File: config.mk
export PLATFORM = sky130hd
export DESIGN_NAME = u8_lock_rst_seq
export DESIGN_NICKNAME = d
export VERILOG_FILES = /design/src/rtl/u8_rst_pkg.sv /design/src/rtl/u8_sync_ff.sv /design/src/rtl/u8_lock_rst_seq.sv
export SDC_FILE = /design/constraint.sdc
export NUM_CORES = 1
export LEC_CHECK = 0
export ABC_AREA = 1
export CAP_MARGIN = 40
export CORE_ASPECT_RATIO = 1.2
export CORE_MARGIN = 1.5
export CORE_UTILIZATION = 51
export CTS_CLUSTER_SIZE = 14
export DETAILED_ROUTE_END_ITERATION = 8
export GPL_TIMING_DRIVEN = 0
export PLACE_DENSITY = 0.7
export SKIP_CTS_REPAIR_TIMING = 1
export SYNTH_ARGS = -nofsm -noshare
export SYNTH_HDL_FRONTEND = slang
export SYNTH_SLANG_ARGS = --single-unit
File: constraint.sdc
create_clock -name CLK0 -period 1.5 [get_ports CLK0]
set_clock_uncertainty 0.2 [all_clocks]
set_input_delay 0.375 -clock CLK0 [delete_from_list [all_inputs] [get_ports CLK0]]
set_output_delay 0.375 -clock CLK0 [all_outputs]
set_load 0.05 [all_outputs]
File: src/rtl/u8_rst_pkg.sv
// ============================================================================
// Module      : u8_rst_pkg
// Description : Shared types, defaults and width helper for the u8 lock-
//               qualified reset sequencer.
// Revision    : 1.0 - initial release
// ============================================================================
`default_nettype none

package u8_rst_pkg;

    typedef enum logic [1:0] {
        ST_WAIT_LOCK = 2'd0,
        ST_STABLE    = 2'd1,
        ST_HOLD      = 2'd2,
        ST_RUN       = 2'd3
    } state_e;

    localparam int c_DEF_SYNC_STAGES        = 2;
    localparam int c_DEF_LOCK_STABLE_CYCLES = 1024;
    localparam int c_DEF_RST_HOLD_CYCLES    = 16;
    localparam int c_DEF_LOSS_CNT_W         = 8;
    localparam int c_DEF_TIMEOUT_CYCLES     = 65536;

    // Bits needed to hold values 0..max_val inclusive, never less than one.
    function automatic int cnt_w(input int max_val);
        int w;
        w = $clog2(max_val + 1);
        return (w < 1) ? 1 : w;
    endfunction

endpackage

`default_nettype wire

File: src/rtl/u8_sync_ff.sv
// ============================================================================
// Module      : u8_sync_ff
// Description : STAGES-deep single-bit synchroniser with synchronous reset.
// Revision    : 1.0 - initial release
// ============================================================================
`default_nettype none

module u8_sync_ff #(
    parameter int STAGES = 2
) (
    input  logic clk,
    input  logic rst,
    input  logic d,
    output logic q
);

    logic [STAGES-1:0] r_sync;

    always_ff @(posedge clk) begin
        if (rst) begin
            r_sync <= '0;
        end else begin
            r_sync <= {r_sync[STAGES-2:0], d};
        end
    end

    assign q = r_sync[STAGES-1];

endmodule

`default_nettype wire

File: src/rtl/u8_lock_rst_seq.sv
// ============================================================================
// Module      : u8_lock_rst_seq
// Description : Qualifies the FCCC LOCK flag and sequences SYS_RST for the
//               fabric on CLK0; counts lock losses seen in RUN.
//               Optional lock watchdog enabled by macro U8_LOCK_TIMEOUT_EN.
// Revision    : 1.0 - initial release
// ============================================================================
`default_nettype none

module u8_lock_rst_seq
    import u8_rst_pkg::*;
#(
    parameter int SYNC_STAGES        = c_DEF_SYNC_STAGES,
    parameter int LOCK_STABLE_CYCLES = c_DEF_LOCK_STABLE_CYCLES,
    parameter int RST_HOLD_CYCLES    = c_DEF_RST_HOLD_CYCLES,
`ifdef U8_LOCK_TIMEOUT_EN
    parameter int TIMEOUT_CYCLES     = c_DEF_TIMEOUT_CYCLES,
`endif
    parameter int LOSS_CNT_W         = c_DEF_LOSS_CNT_W
) (
    input  logic                  CLK0,
    input  logic                  RESET,
    input  logic                  LOCK,
    output logic                  SYS_RST,
    output logic                  READY,
    output logic [LOSS_CNT_W-1:0] LOSS_CNT
`ifdef U8_LOCK_TIMEOUT_EN
    ,
    output logic                  LOCK_TIMEOUT
`endif
);

    localparam logic [1:0] c_WAIT_LOCK = ST_WAIT_LOCK;
    localparam logic [1:0] c_STABLE    = ST_STABLE;
    localparam logic [1:0] c_HOLD      = ST_HOLD;
    localparam logic [1:0] c_RUN       = ST_RUN;

    localparam int c_STAB_W = cnt_w(LOCK_STABLE_CYCLES);
    localparam int c_HOLD_W = cnt_w(RST_HOLD_CYCLES);

    localparam logic [c_STAB_W-1:0]   c_STAB_MAX = c_STAB_W'(LOCK_STABLE_CYCLES);
    localparam logic [c_STAB_W-1:0]   c_STAB_ONE = c_STAB_W'(1);
    localparam logic [c_HOLD_W-1:0]   c_HOLD_MAX = c_HOLD_W'(RST_HOLD_CYCLES);
    localparam logic [c_HOLD_W-1:0]   c_HOLD_ONE = c_HOLD_W'(1);
    localparam logic [LOSS_CNT_W-1:0] c_LOSS_ONE = LOSS_CNT_W'(1);

    logic                  w_lock_s;
    logic [1:0]            r_state;
    logic [1:0]            w_state_nx;
    logic [c_STAB_W-1:0]   r_stab_cnt;
    logic [c_STAB_W-1:0]   w_stab_nx;
    logic [c_HOLD_W-1:0]   r_hold_cnt;
    logic [c_HOLD_W-1:0]   w_hold_nx;
    logic [LOSS_CNT_W-1:0] r_loss_cnt;
    logic [LOSS_CNT_W-1:0] w_loss_nx;
    logic                  r_sys_rst;
    logic                  r_ready;

    u8_sync_ff #(
        .STAGES (SYNC_STAGES)
    ) u_lock_sync (
        .clk (CLK0),
        .rst (RESET),
        .d   (LOCK),
        .q   (w_lock_s)
    );

    always_comb begin
        w_state_nx = r_state;
        w_stab_nx  = r_stab_cnt;
        w_hold_nx  = r_hold_cnt;
        w_loss_nx  = r_loss_cnt;
        case (r_state)
            c_WAIT_LOCK: begin
                if (w_lock_s) begin
                    w_state_nx = c_STABLE;
                    w_stab_nx  = c_STAB_ONE;
                end
            end
            c_STABLE: begin
                if (!w_lock_s) begin
                    w_state_nx = c_WAIT_LOCK;
                    w_stab_nx  = '0;
                end else if (r_stab_cnt == c_STAB_MAX) begin
                    w_state_nx = c_HOLD;
                    w_stab_nx  = '0;
                    w_hold_nx  = c_HOLD_ONE;
                end else begin
                    w_stab_nx  = r_stab_cnt + c_STAB_ONE;
                end
            end
            c_HOLD: begin
                if (!w_lock_s) begin
                    w_state_nx = c_WAIT_LOCK;
                    w_hold_nx  = '0;
                end else if (r_hold_cnt == c_HOLD_MAX) begin
                    w_state_nx = c_RUN;
                    w_hold_nx  = '0;
                end else begin
                    w_hold_nx  = r_hold_cnt + c_HOLD_ONE;
                end
            end
            c_RUN: begin
                if (!w_lock_s) begin
                    w_state_nx = c_WAIT_LOCK;
                    if (r_loss_cnt != '1) begin
                        w_loss_nx = r_loss_cnt + c_LOSS_ONE;
                    end
                end
            end
            default: begin
                w_state_nx = c_WAIT_LOCK;
                w_stab_nx  = '0;
                w_hold_nx  = '0;
            end
        endcase
    end

    // Outputs decode the next state so they change on the same edge as the FSM.
    always_ff @(posedge CLK0) begin
        if (RESET) begin
            r_state    <= c_WAIT_LOCK;
            r_stab_cnt <= '0;
            r_hold_cnt <= '0;
            r_loss_cnt <= '0;
            r_sys_rst  <= 1'b1;
            r_ready    <= 1'b0;
        end else begin
            r_state    <= w_state_nx;
            r_stab_cnt <= w_stab_nx;
            r_hold_cnt <= w_hold_nx;
            r_loss_cnt <= w_loss_nx;
            r_sys_rst  <= (w_state_nx != c_RUN);
            r_ready    <= (w_state_nx == c_RUN);
        end
    end

    assign SYS_RST  = r_sys_rst;
    assign READY    = r_ready;
    assign LOSS_CNT = r_loss_cnt;

`ifdef U8_LOCK_TIMEOUT_EN
    localparam int c_WD_W = cnt_w(TIMEOUT_CYCLES);
    localparam logic [c_WD_W-1:0] c_WD_MAX  = c_WD_W'(TIMEOUT_CYCLES);
    localparam logic [c_WD_W-1:0] c_WD_LAST = c_WD_W'(TIMEOUT_CYCLES - 1);
    localparam logic [c_WD_W-1:0] c_WD_ONE  = c_WD_W'(1);

    logic [c_WD_W-1:0] r_wd_cnt;
    logic              r_lock_timeout;

    // Watchdog saturates at the limit; the flag stays set until RESET.
    always_ff @(posedge CLK0) begin
        if (RESET) begin
            r_wd_cnt       <= '0;
            r_lock_timeout <= 1'b0;
        end else if (r_state == c_RUN) begin
            r_wd_cnt <= '0;
        end else if (r_wd_cnt != c_WD_MAX) begin
            r_wd_cnt <= r_wd_cnt + c_WD_ONE;
            if (r_wd_cnt == c_WD_LAST) begin
                r_lock_timeout <= 1'b1;
            end
        end
    end

    assign LOCK_TIMEOUT = r_lock_timeout;
`endif

endmodule

`default_nettype wire

After elaboration in Yosys (flattened, before gate mapping)
Index checks and enable logic that the tools add are counted.
{ "word_totals": {"regBits": 30, "inputBits": 3} }
{ "op_classes": {"n_addsub": 3, "reduce_logical": 6, "bitwise_logic": 1, "muxes": 16, "eq_ne": 11} }
{ "op_table": {"columns": ["operator", "count"], "rows": [
  ["$mux 11", 3],
  ["$pmux 11 s2", 1],
  ["$mux 5", 4],
  ["$mux 2", 6],
  ["$add 11x1->11 const B", 1],
  ["$eq 11x11->1 const B", 1],
  ["$pmux 5 s2", 1],
  ["$add 8x1->8 const B", 1],
  ["$ne 8x8->1 const B", 1],
  ["$pmux 2 s4", 1],
  ["$eq 2x2->1 const B", 3],
  ["$reduce_and 3->1", 2],
  ["$add 5x1->5 const B", 1],
  ["$eq 5x5->1 const B", 1],
  ["$ne 2x1->1 const B", 2],
  ["$ne 2x2->1 const B", 2],
  ["$reduce_bool 2->1", 2],
  ["$eq 2x1->1 const B", 1],
  ["$logic_not 2->1", 1],
  ["$reduce_and 2->1", 1],
  ["$not 1->1", 1]
]} }

Longest topological paths before layout
Gate-level depths: netlist (run 1).
{ "logic_depth": {"word_depth": 5, "ltp_mapped": 10} }

By module
From an unflattened synthesis (run 1), not the netlist that was laid out.
{ "unflattened": {"cells_unflattened": 219, "hier_area_um2": 1529.0} }
{ "modules_own_cells": {"columns": ["module", "n_inst", "area_per_inst_um2", "seq_area_each_um2", "cells_per_inst"], "rows": [
  ["u8_lock_rst_seq", 1, 1473.9, 560.5, 213],
  ["u8_sync_ff", 1, 55.1, 40.0, 6]
]} }

Worst setup path before layout (run 1)
OpenSTA, ideal clock, no wires.
{ "synth_timing": {"kind": "reg2reg", "from": "register r_loss_cnt[0] (netlist: LOSS_CNT[0])", "to": "register r_loss_cnt[1] (netlist: LOSS_CNT[1])", "t_required_ns": 1.184, "stages_incl_launch_ff": 9, "setup_slack_ns": -0.338, "t_arrival_ns": 1.522, "path_buffers": 0, "setup_time_ns": 0.116, "cell_sequence": "dfxtp_1 > ha_1 > nand2_1 > nor2_2 > nand2_1 > nand2_4 > inv_4 > nor2_1 > nor2_1"} }
{ "synth_via": {"elab_chain_len": 2} }
{ "synth_rtl": {"columns": ["element", "line", "source"], "rows": [
  ["start, declared", "u8_lock_rst_seq.sv:54", "logic [LOSS_CNT_W-1:0] r_loss_cnt;"],
  ["start signal, assigned", "u8_lock_rst_seq.sv:132", "r_loss_cnt <= w_loss_nx;"],
  ["parallel branches: the longest is 2 deep, another holds $add 8x1->8", null, null]
]} }
Parallel ways; which one is timed is not known.
A chain may end at the register's enable or synchronous reset.

Final worst setup path (run 1)
{ "layout_timing": {"from": "register r_loss_cnt[2] (netlist: LOSS_CNT[2])", "to": "output port LOSS_CNT[2]"} }
{ "layout_rtl": {"columns": ["element", "line", "source"], "rows": [
  ["end, declared", "u8_lock_rst_seq.sv:26", "output logic [LOSS_CNT_W-1:0] LOSS_CNT"]
]} }
No word-level cell between the ends.

==> results of run 1 <==
[layout make-up]
class,instances,area [um2]
buffer,3,22.52
clock buffer,6,41.29
clock inverter,2,8.758
fill,281,997.2
inverter,36,142.6
multi-input combinational,171,1002
sequential,30,643.1
tap,36,45.04
timing repair buffer,14,152.6
[worst max-delay path by stage]
stage	slack [ns]	endpoint	startpoint
after floorplan	0.003	LOSS_CNT[1]	LOSS_CNT[4]
after global placement	-0.24	LOSS_CNT[0]	LOSS_CNT[0]
after detailed placement	-0.25	LOSS_CNT[2]	LOSS_CNT[2]
after CTS	-0.62	LOSS_CNT[2]	LOSS_CNT[2]
after global routing	-0.07	r_hold_cnt[3]	r_stab_cnt[7]
final	0.03	LOSS_CNT[2]	LOSS_CNT[2]
[cells by family after synthesis]
kind of cell    after synthesis  share of synthesized area (%)
compound gates               23                          7.470
xor+xnor                      8                          4.268
fa+ha+maj                     5                          3.811
buf+inv                      39                          9.528
flops                        30                          36.59
simple gates                135                          38.34
[sequential cells by signal (all words and copies together), names as in the netlist]
signal              flops
u_lock_sync.r_sync      2
r_hold_cnt              5
r_state                 2
LOSS_CNT                8
READY                   1
r_stab_cnt             11
SYS_RST                 1
[routing by layer]
| metal | GRT usage (%) | vias to the layer above |
|---|---|---|
| li1 | - | 799 |
| met1 | 24.64 | 699 |
| met2 | 37.05 | 21 |
| met3 | 6.136 | 8 |
| met4 | 10.00 | 0 |
| met5 | 0 | - |
[placed cells by master, fill, tap and decap left out, types with 5 or more instances in the layout]
cell and instances:
sky130_fd_sc_hd__nand2_2 7, sky130_fd_sc_hd__dfxtp_1 12, sky130_fd_sc_hd__nor2_1 32, sky130_fd_sc_hd__nand2_1 48, sky130_fd_sc_hd__xor2_1 7, sky130_fd_sc_hd__inv_1 30
sky130_fd_sc_hd__a21oi_1 14, sky130_fd_sc_hd__clkbuf_4 7, sky130_fd_sc_hd__buf_8 5, sky130_fd_sc_hd__nand3_1 19, sky130_fd_sc_hd__dfxtp_4 8, sky130_fd_sc_hd__dfxtp_2 10
sky130_fd_sc_hd__nor2_2 6, sky130_fd_sc_hd__nand4_1 5
[report_power, final]
| group | switching, mW | internal [mW] |
|---|---|---|
| sequential | 0.00549 | 0.787 |
| clock | 0.290 | 0.176 |
| combinational | 0.0452 | 0.0282 |
| total | 0.340 | 0.991 |
==> impl_table.tex, run 1 <==
\begin{tabular}{lr}
\hline
Metric & Value \\
\hline
\multicolumn{2}{l}{\textbf{Run status}} \\
\quad Result of the run & completed \\
\multicolumn{2}{l}{\textbf{Setup path}} \\
\quad Worst reg-to-reg setup slack & roughly 0.08 ns \\
\quad Required time of the critical path & 0.92 ns \\
\quad CP max stage delay & 0.40 ns \\
\quad Arr. time, crit path & between 0.8 and 0.9 ns \\
\quad Critical Path Stages & 1 \\
\quad Launching point of the worst reg2reg path & r\_stab\_cnt[4] \\
\quad Critical path, cell by cell & buf\_8 \\
\quad End of the worst register-to-register path & r\_hold\_cnt[3] \\
\quad CP bufs+invs & 1 \\
\quad Maximum fanout count along the critical path & 5 \\
\quad Endpoint class of the critical path & output port \\
\quad Highest-delay cell along the critical path & sky130\_fd\_sc\_hd\_\_dfxtp\_4 \\
\quad R2R cell count & 7 \\
\quad Kind of start point of the critical path & flip-flop \\
\quad Family with the most delay on the worst path & flip-flops \\
\quad Category of the critical setup timing path & reg -> out \\
\multicolumn{2}{l}{\textbf{Power and ir drop}} \\
\quad Maximum VDD drop & approximately 0.00053 V \\
\quad Leakage power figure & approximately 0.87 nW \\
\quad PwrDens & 647.0 mW/mm2 \\
\quad Total power & approximately 1.3 mW \\
\multicolumn{2}{l}{\textbf{Place}} \\
\quad Cell area after placement & around 0.0018 mm2 \\
\quad Number of buffers inserted by port buffering & 11 \\
\quad Number of placed cells counting well taps & around 290 \\
\quad Final GP Congestion & around 0.75 \\
\quad Post-detailed-placement half-perimeter wirelength & 2428 um \\
\quad Pre-CTS WS & -0.2464 ns \\
\multicolumn{2}{l}{\textbf{Yosys}} \\
\quad Share of the synthesized area in the top cell type & a little over a third \\
\quad Synthesized netlist net count & 248 \\
\quad Synth top cells by count & sky130\_fd\_sc\_hd\_\_nand2\_1, sky130\_fd\_sc\_hd\_\_nor2\_1, sky130\_fd\_sc\_hd\_\_inv\_1, sky130\_fd\_sc\_hd\_\_dfxtp\_1, sky130\_fd\_sc\_hd\_\_nand3\_1 \\
\quad Main area contributors after synthesis & sky130\_fd\_sc\_hd\_\_dfxtp\_1, sky130\_fd\_sc\_hd\_\_nand2\_1, sky130\_fd\_sc\_hd\_\_nor2\_1, sky130\_fd\_sc\_hd\_\_inv\_1, sky130\_fd\_sc\_hd\_\_nand3\_1 \\
\quad Number of synthesized flops with an enable pin & 0 \\
\quad Syn. warnings & 0 \\
\quad Most numerous cell in the Yosys netlist & sky130\_fd\_sc\_hd\_\_nand2\_1 \\
\quad Unique masters post-synth & 27 \\
\quad Yosys top cell by area & sky130\_fd\_sc\_hd\_\_dfxtp\_1 \\
\quad Post-synthesis sequential area ratio & 36.59\% \\
\quad Most frequently used flop master after synthesis & sky130\_fd\_sc\_hd\_\_dfxtp\_1 \\
\quad Avg Synthesized Cell Area & between 6 and 7 um2 \\
\quad Synth async-reset ratio & 0\% \\
\quad Count of mapped cells out of synthesis & 240 \\
\quad Number of synthesized register bits & 30 \\
\quad Combined area of all synthesized cells & $\sim$0.0016 mm2 \\
\multicolumn{2}{l}{\textbf{Detailed routing}} \\
\quad Aggregate routed wire length & 3598 um \\
\quad Average vias per placed instance & between 5 and 6 \\
\quad Detail Route Antenna Nets & 0 \\
\quad Total number of vias & between 1500 and 2000 \\
\quad Pre-antenna DRT Iters & 4 \\
\quad Detail-routed net length per standard cell & about 12 um \\
\quad Met3 routed WL & 116 um \\
\quad DRC violations left & 0 \\
\quad Met2 wire length & 1895 um \\
\quad Highest metal layer used by the detailed router & met4 \\
\quad WL met1 & between 1500 and 2000 um \\
\quad Violation count after the first detailed-route iteration & 44 \\
\multicolumn{2}{l}{\textbf{Clocking}} \\
\quad TritonCTS Buffers & 5 \\
\quad CTS Root Buffer Type & sky130\_fd\_sc\_hd\_\_clkbuf\_4 \\
\quad Depth of the CTS H-tree & 2 \\
\quad Clock latency on the worst-skew pair & 0.33 ns \\
\quad TritonCTS clock tree & yes \\
\quad Buffer depth of the longest clock path & 2 \\
\quad Sink count of the clock tree & 30 \\
\quad Clock-pin slew on the worst setup and hold paths & approximately 0.1 ns \\
\multicolumn{2}{l}{\textbf{Floorplan}} \\
\quad Core Area & 0.003055 mm2 \\
\quad Chip width & 54.79 um \\
\quad Floorplan die height & between 60 and 70 um \\
\quad Initial cell density of the core & between 50\% and 60\% \\
\quad Number of core rows & 22 \\
\quad I/O pin cnt & 13 \\
\quad Die area & $\sim$0.0036 mm2 \\
\multicolumn{2}{l}{\textbf{Timing}} \\
\quad Upper clock frequency limit & between 600 and 700 MHz \\
\quad Worst hold slack after final layout & 0.2028 ns \\
\quad Final period utilization & around 100\% \\
\quad Least-Margin Pin Slew & $\sim$0.56 ns \\
\quad PnR worst setup slack & 0.03466 ns \\
\quad RSZ-0062 raised after global routing & yes \\
\quad Final setup viols & 0 \\
\quad Number of hold violations in the final report & 0 \\
\quad Slew HR & 62.61\% \\
\quad Final critical-path required period & $\sim$1.5 ns \\
\quad Final-report max-slew violation count & 0 \\
\quad Total Neg Setup Slack & 0 ns \\
\multicolumn{2}{l}{\textbf{Global route}} \\
\quad Wire length of the first global-routing pass & just under 6000 um \\
\quad Number of global-route vias before repair & around 1400 \\
\quad Pin count of the biggest net entering global routing & 11 \\
\quad GRT Overall Usage & a little over a fifth \\
\quad Number of antenna violations at the first check in global routing & 0 \\
\quad Total global routing overflow & 0 \\
\multicolumn{2}{l}{\textbf{Cells and area}} \\
\quad Final Core Density & between 60\% and 70\% \\
\quad Count of non-filler cells in the finished layout & 298 \\
\quad ANT cells & 0 \\
\quad Proportion of layout cells with a drive suffix above 1 & a little under a third \\
\quad Finished layout cell area & slightly above 0.002 mm2 \\
\quad Number of nets in the layout & 269 \\
\quad Area delta synth->final & 25.38\% \\
\multicolumn{2}{l}{\textbf{Worst hold path}} \\
\quad Number of stages on the worst hold path & 2 \\
\quad Class of the most critical hold timing path & reg -> reg \\
\quad Hold Startpoint & u\_lock\_sync.r\_sync[0] \\
\quad Endpoint with the worst hold slack & u\_lock\_sync.r\_sync[1] \\
\multicolumn{2}{l}{\textbf{Run}} \\
\quad Max-cap violations & 0 \\
\hline
\end{tabular}
Power figures use the tool's default switching activity.
==> run 2, diff against run 1 <==
Clock period 1.5 ns to 1.3 ns, I/O delays scaled along.
==> impl_table.tex, run 2 (same netlist as run 1, synthesis figures left out) <==
\begin{tabular}{lr}
\hline
Metric & Value \\
\hline
\multicolumn{2}{l}{\textbf{Run status}} \\
\quad Result of the run & finished, violations left \\
\quad Failing checks & negative setup slack \\
\multicolumn{2}{l}{\textbf{Clocking}} \\
\quad Clock latency on the worst-skew pair & 0.33 ns \\
\quad Sink count of the clock tree & 30 \\
\quad Clock-pin slew on the worst setup and hold paths & 0.09 ns \\
\quad Depth of the CTS H-tree & 2 \\
\quad CTS Root Buffer Type & sky130\_fd\_sc\_hd\_\_clkbuf\_4 \\
\quad TritonCTS clock tree & yes \\
\quad TritonCTS Buffers & 5 \\
\quad Buffer depth of the longest clock path & 2 \\
\multicolumn{2}{l}{\textbf{Setup path}} \\
\quad Category of the critical setup timing path & reg -> reg \\
\quad Maximum fanout count along the critical path & 7 \\
\quad End of the worst register-to-register path & r\_stab\_cnt[1] \\
\quad Critical path launch point & u\_lock\_sync.r\_sync[1] \\
\quad Kind of start point of the critical path & flip-flop \\
\quad Launching point of the worst reg2reg path & u\_lock\_sync.r\_sync[1] \\
\quad Arr. time, crit path & between 1.5 and 2 ns \\
\quad Required time of the critical path & about 1.4 ns \\
\quad R2R cell count & 7 \\
\quad Worst reg-to-reg setup slack & -0.16 ns \\
\quad Endpoint class of the critical path & flip-flop \\
\multicolumn{2}{l}{\textbf{Place}} \\
\quad Post-detailed-placement half-perimeter wirelength & 2317 um \\
\quad Cell area after placement & approximately 0.0019 mm2 \\
\quad Number of buffers inserted by port buffering & 11 \\
\quad Pre-CTS WS & -0.3882 ns \\
\quad Number of placed cells counting well taps & approximately 290 \\
\quad Final GP Congestion & slightly above 0.8 \\
\multicolumn{2}{l}{\textbf{Timing}} \\
\quad Slew HR & 54.17\% \\
\quad Final setup viols & 34 \\
\quad PnR worst setup slack & -0.1601 ns \\
\quad Total Neg Setup Slack & -3.369 ns \\
\quad Upper clock frequency limit & between 600 and 700 MHz \\
\quad Number of hold violations in the final report & 0 \\
\quad Worst hold slack after final layout & between 0.1 and 0.15 ns \\
\quad Final period utilization & 112.3\% \\
\quad Final critical-path required period & 1.460 ns \\
\quad Least-Margin Pin Slew & 0.6875 ns \\
\quad Final-report max-slew violation count & 0 \\
\quad RSZ-0062 raised after global routing & yes \\
\multicolumn{2}{l}{\textbf{Power and ir drop}} \\
\quad PwrDens & 680.9 mW/mm2 \\
\quad Maximum VDD drop & $\sim$0.0007 V \\
\quad Total power & roughly 1.5 mW \\
\quad Leakage power figure & $\sim$0.94 nW \\
\multicolumn{2}{l}{\textbf{Cells and area}} \\
\quad Number of nets in the layout & 276 \\
\quad Leading cell type in the layout, fill and taps excluded & sky130\_fd\_sc\_hd\_\_nand2\_1 \\
\quad Area delta synth->final & 36.89\% \\
\quad Final Core Density & about three quarters \\
\quad Count of non-filler cells in the finished layout & 305 \\
\quad Number of flip-flops under the largest register name & 11 \\
\quad Register bank with the most flops & r\_stab\_cnt \\
\quad Fill cells & around 230 \\
\quad ANT cells & 0 \\
\quad Finished layout cell area & about 0.0022 mm2 \\
\quad Proportion of layout cells with a drive suffix above 1 & between 40 and 50\% \\
\quad Commonest cells after routing, fill and taps aside & sky130\_fd\_sc\_hd\_\_nand2\_1, sky130\_fd\_sc\_hd\_\_inv\_1, sky130\_fd\_sc\_hd\_\_nor2\_1 \\
\multicolumn{2}{l}{\textbf{Worst hold path}} \\
\quad Class of the most critical hold timing path & in -> reg \\
\quad Number of stages on the worst hold path & 2 \\
\quad Hold Startpoint & RESET \\
\quad Endpoint with the worst hold slack & r\_hold\_cnt[4] \\
\multicolumn{2}{l}{\textbf{Detailed routing}} \\
\quad Detail-routed net length per standard cell & around 12 um \\
\quad DRC violations left & 0 \\
\quad Aggregate routed wire length & 3579 um \\
\quad Pre-antenna DRT Iters & 4 \\
\quad Detail Route Antenna Nets & 0 \\
\quad Total number of vias & $\sim$1500 \\
\quad Violation count after the first detailed-route iteration & 33 \\
\quad Average vias per placed instance & roughly 5.0 \\
\multicolumn{2}{l}{\textbf{Floorplan}} \\
\quad Number of core rows & 22 \\
\quad Core Area & 0.003055 mm2 \\
\quad Initial cell density of the core & 53.73\% \\
\quad Chip width & approximately 55 um \\
\quad Die area & about 0.0036 mm2 \\
\quad I/O pin cnt & 13 \\
\quad Floorplan die height & around 65 um \\
\multicolumn{2}{l}{\textbf{Global route}} \\
\quad Total global routing overflow & 0 \\
\quad Number of global-route vias before repair & roughly 1300 \\
\quad Pin count of the biggest net entering global routing & 11 \\
\quad Number of antenna violations at the first check in global routing & 0 \\
\quad Wire length of the first global-routing pass & approximately 5600 um \\
\quad GRT Overall Usage & 21.26\% \\
\multicolumn{2}{l}{\textbf{Run}} \\
\quad Max-cap violations & 0 \\
\hline
\end{tabular}
run 2: changes by cell type in the layout (fill, tap and decap cells not counted), sizes merged:
cell / previous run / this run
buf: 12 / 21
clkbuf: 10 / 8
run 2: per-layer routing:
layer | share of wire, % | wire length [um] | up-vias | track usage [%]
li1 | - | - | 819 | -
met1 | 46 | 1645 | 699 | 26.59
met2 | 49 | 1768 | 15 | 33.04
met3 | 2.9 | 105 | 7 | 5.455
met4 | 1.7 | 60 | 0 | 10.31
met5 | 0 | 0 | - | 0
run 2: worst max-delay path by stage:
stage	cells after the start	slack, ns	to
3_3_place_gp	1	-0.39	LOSS_CNT[2]
6_report	7	-0.16	r_stab_cnt[1]
3_5_place_dp	1	-0.39	LOSS_CNT[2]
4_1_cts	1	-0.77	LOSS_CNT[2]
5_1_grt	7	-0.25	r_state[1]
2_1_floorplan	8	-0.13	LOSS_CNT[1]
run 2: cell type report:
class,count,area [um2],share of cell area (%)
flip-flops and latches,30,653.1,29.06
clock buffers,6,41.29,1.837
plain buffers,3,22.52,1.002
inverters,36,150.1,6.682
repair buffers,21,212.7,9.465
clock inverters,2,8.758,0.3898
well taps,36,45.04,2.004
multi-input cells,171,1114,49.55
run 2: critical path, stage by stage (launching register included):
cell	delay, ns
sky130_fd_sc_hd__dfxtp_4	0.38
sky130_fd_sc_hd__buf_8	0.13
sky130_fd_sc_hd__nand2_4	0.07
sky130_fd_sc_hd__nor2_4	0.18
sky130_fd_sc_hd__inv_1	0.08
sky130_fd_sc_hd__nor2_2	0.14
sky130_fd_sc_hd__nand2_1	0.08
sky130_fd_sc_hd__a21oi_1	0.13
run 2: power by group:
| group | leakage, nW | switching, mW | internal [mW] |
|---|---|---|---|
| combinational | 0.651 | 0.0557 | 0.0359 |
| sequential | 0.255 | 0.00885 | 0.905 |
| clock | 0.0297 | 0.322 | 0.203 |
==> run 3, diff against run 2 <==
Settings changed: CORE_UTILIZATION 51 to 54, CTS_BUF_LIST set to sky130_fd_sc_hd__clkbuf_4 sky130_fd_sc_hd__clkbuf_8, PLACE_DENSITY 0.7 to 0.74.
==> impl_table.tex, run 3 (same netlist as run 1, synthesis figures left out) <==
\begin{tabular}{lr}
\hline
Metric & Value \\
\hline
\multicolumn{2}{l}{\textbf{Run status}} \\
\quad Result of the run & finished, violations left \\
\quad Failing checks & negative setup slack \\
\multicolumn{2}{l}{\textbf{Run}} \\
\quad Max-cap violations & 0 \\
\multicolumn{2}{l}{\textbf{Timing}} \\
\quad Final critical-path required period & roughly 1.5 ns \\
\quad Upper clock frequency limit & $\sim$670 MHz \\
\quad RSZ-0062 raised after global routing & yes \\
\quad Final setup viols & 37 \\
\quad Final period utilization & 115.1\% \\
\quad Number of hold violations in the final report & 0 \\
\quad PnR worst setup slack & -0.1962 ns \\
\quad Least-Margin Pin Slew & between 0.6 and 0.7 ns \\
\quad Slew HR & 59.28\% \\
\quad Final-report max-slew violation count & 0 \\
\multicolumn{2}{l}{\textbf{Floorplan}} \\
\quad Chip width & $\sim$53 um \\
\quad Initial cell density of the core & 57.85\% \\
\quad Core Area & between 0.002 and 0.003 mm2 \\
\quad Floorplan die height & around 63 um \\
\quad Die area & between 0.003 and 0.004 mm2 \\
\quad I/O pin cnt & 13 \\
\quad Number of core rows & 21 \\
\multicolumn{2}{l}{\textbf{Cells and area}} \\
\quad Area delta synth->final & 37.04\% \\
\quad ANT cells & 0 \\
\quad Number of flip-flops under the largest register name & 11 \\
\quad Register bank with the most flops & r\_stab\_cnt \\
\quad Count of non-filler cells in the finished layout & slightly above 300 \\
\quad Number of nets in the layout & $\sim$280 \\
\quad Leading cell type in the layout, fill and taps excluded & sky130\_fd\_sc\_hd\_\_nand2\_1 \\
\quad Proportion of layout cells with a drive suffix above 1 & 39.11\% \\
\quad Finished layout cell area & approximately 0.0022 mm2 \\
\quad Final Core Density & roughly 79\% \\
\quad Commonest cells after routing, fill and taps aside & sky130\_fd\_sc\_hd\_\_nand2\_1, sky130\_fd\_sc\_hd\_\_nor2\_1, sky130\_fd\_sc\_hd\_\_inv\_1 \\
\multicolumn{2}{l}{\textbf{Place}} \\
\quad Post-detailed-placement half-perimeter wirelength & between 2000 and 2500 um \\
\quad Number of buffers inserted by port buffering & 11 \\
\quad Final GP Congestion & 0.8462 \\
\quad Pre-CTS WS & -0.3944 ns \\
\quad Number of placed cells counting well taps & between 200 and 300 \\
\quad Cell area after placement & around 0.0019 mm2 \\
\multicolumn{2}{l}{\textbf{Setup path}} \\
\quad Critical path, cell by cell & buf\_12 -> buf\_12 \\
\quad Category of the critical setup timing path & reg -> out \\
\quad Arr. time, crit path & roughly 0.97 ns \\
\quad Worst path most repeated cell & sky130\_fd\_sc\_hd\_\_buf\_12 \\
\quad CP max stage delay & about 0.38 ns \\
\quad Maximum fanout count along the critical path & 3 \\
\quad Family with the most delay on the worst path & flip-flops \\
\quad End of the worst register-to-register path & r\_stab\_cnt[0] \\
\quad Endpoint class of the critical path & output port \\
\quad Worst reg-to-reg setup slack & -0.14 ns \\
\quad Launching point of the worst reg2reg path & r\_stab\_cnt[0] \\
\quad R2R cell count & 8 \\
\quad Highest-delay cell along the critical path & sky130\_fd\_sc\_hd\_\_dfxtp\_4 \\
\quad Kind of start point of the critical path & flip-flop \\
\quad Required time of the critical path & between 0.7 and 0.8 ns \\
\quad CP bufs+invs & 2 \\
\multicolumn{2}{l}{\textbf{Detailed routing}} \\
\quad Total number of vias & 1562 \\
\quad Detail-routed net length per standard cell & about 12 um \\
\quad Aggregate routed wire length & between 3000 and 4000 um \\
\quad WL met1 & roughly 1600 um \\
\quad Detail Route Antenna Nets & 0 \\
\quad DRC violations left & 0 \\
\quad Average vias per placed instance & slightly above 5 \\
\quad Highest metal layer used by the detailed router & met4 \\
\quad Met2 wire length & $\sim$2000 um \\
\quad Met3 routed WL & approximately 61 um \\
\quad Pre-antenna DRT Iters & 4 \\
\quad Violation count after the first detailed-route iteration & 23 \\
\multicolumn{2}{l}{\textbf{Clocking}} \\
\quad CTS Root Buffer Type & sky130\_fd\_sc\_hd\_\_clkbuf\_4 \\
\quad Sink count of the clock tree & 30 \\
\quad TritonCTS clock tree & yes \\
\quad Depth of the CTS H-tree & 2 \\
\quad TritonCTS Buffers & 5 \\
\quad Buffer depth of the longest clock path & 2 \\
\quad Clock latency on the worst-skew pair & roughly 0.33 ns \\
\quad Clock-pin slew on the worst setup and hold paths & approximately 0.11 ns \\
\multicolumn{2}{l}{\textbf{Global route}} \\
\quad Wire length of the first global-routing pass & $\sim$5400 um \\
\quad Number of antenna violations at the first check in global routing & 0 \\
\quad Number of global-route vias before repair & 1325 \\
\quad Pin count of the biggest net entering global routing & 11 \\
\quad Total global routing overflow & 0 \\
\quad GRT Overall Usage & 21.17\% \\
\multicolumn{2}{l}{\textbf{Worst hold path}} \\
\quad Class of the most critical hold timing path & in -> reg \\
\quad Endpoint with the worst hold slack & r\_state[1] \\
\quad Hold Startpoint & RESET \\
\quad Number of stages on the worst hold path & 2 \\
\multicolumn{2}{l}{\textbf{Power and ir drop}} \\
\quad Maximum VDD drop & 0.0006453 V \\
\quad PwrDens & between 700 and 800 mW/mm2 \\
\quad Leakage power figure & between 0.9 and 1 nW \\
\hline
\end{tabular}
## run 3: layout make-up
type                    count  area, um2
flip-flops and latches     30      649.4
multi-input cells         171       1057
inverters                  36      142.6
fillers                   210      588.1
well taps                  34      42.54
plain buffers               3      22.52
repair buffers             23      256.5
clock buffers               8      78.83
## run 3: through the flow
stage,TNS [ns],hold slack (ns),power [mW]
2_1_floorplan,-0.8630,0.1883,0.9957
3_3_place_gp,-7.566,0.1933,1.014
3_5_place_dp,-7.823,0.2146,1.015
4_1_cts,-10.91,0.1433,1.715
5_1_grt,-5.695,0.1809,1.771
6_report,-3.147,0.1660,1.714
## run 3: worst register-to-register path, stage by stage, from the launching register on
cell and delay [ns]:
sky130_fd_sc_hd__dfxtp_2 0.35, sky130_fd_sc_hd__inv_2 0.07, sky130_fd_sc_hd__ha_4 0.14, sky130_fd_sc_hd__nand3_4 0.07, sky130_fd_sc_hd__nor2_4 0.20, sky130_fd_sc_hd__buf_4 0.14, sky130_fd_sc_hd__nor2_1 0.03, sky130_fd_sc_hd__nor2_1 0.08
sky130_fd_sc_hd__nor2_1 0.05
## run 3: worst max-delay path by stage
stage	from	endpoint	slack [ns]	cells after the start
4_1_cts	LOSS_CNT[2]	LOSS_CNT[2]	-0.77	1
2_1_floorplan	LOSS_CNT[1]	LOSS_CNT[1]	-0.13	8
5_1_grt	LOSS_CNT[3]	LOSS_CNT[3]	-0.22	2
3_5_place_dp	LOSS_CNT[3]	LOSS_CNT[3]	-0.39	1
3_3_place_gp	LOSS_CNT[2]	LOSS_CNT[2]	-0.39	1
6_report	LOSS_CNT[3]	LOSS_CNT[3]	-0.20	2
## run 3: report_power, final
| group | internal (mW) | switching, mW |
|---|---|---|
| clock | 0.370 | 0.340 |
| combinational | 0.0332 | 0.0551 |
| sequential | 0.909 | 0.00650 |
## run 3: routing by layer
metal  vias to the layer above  GRT usage, %
li1                        824             -
met1                       715         24.74
met2                        15         35.80
met3                         8         4.265
met4                         0         9.615
met5                         -             0
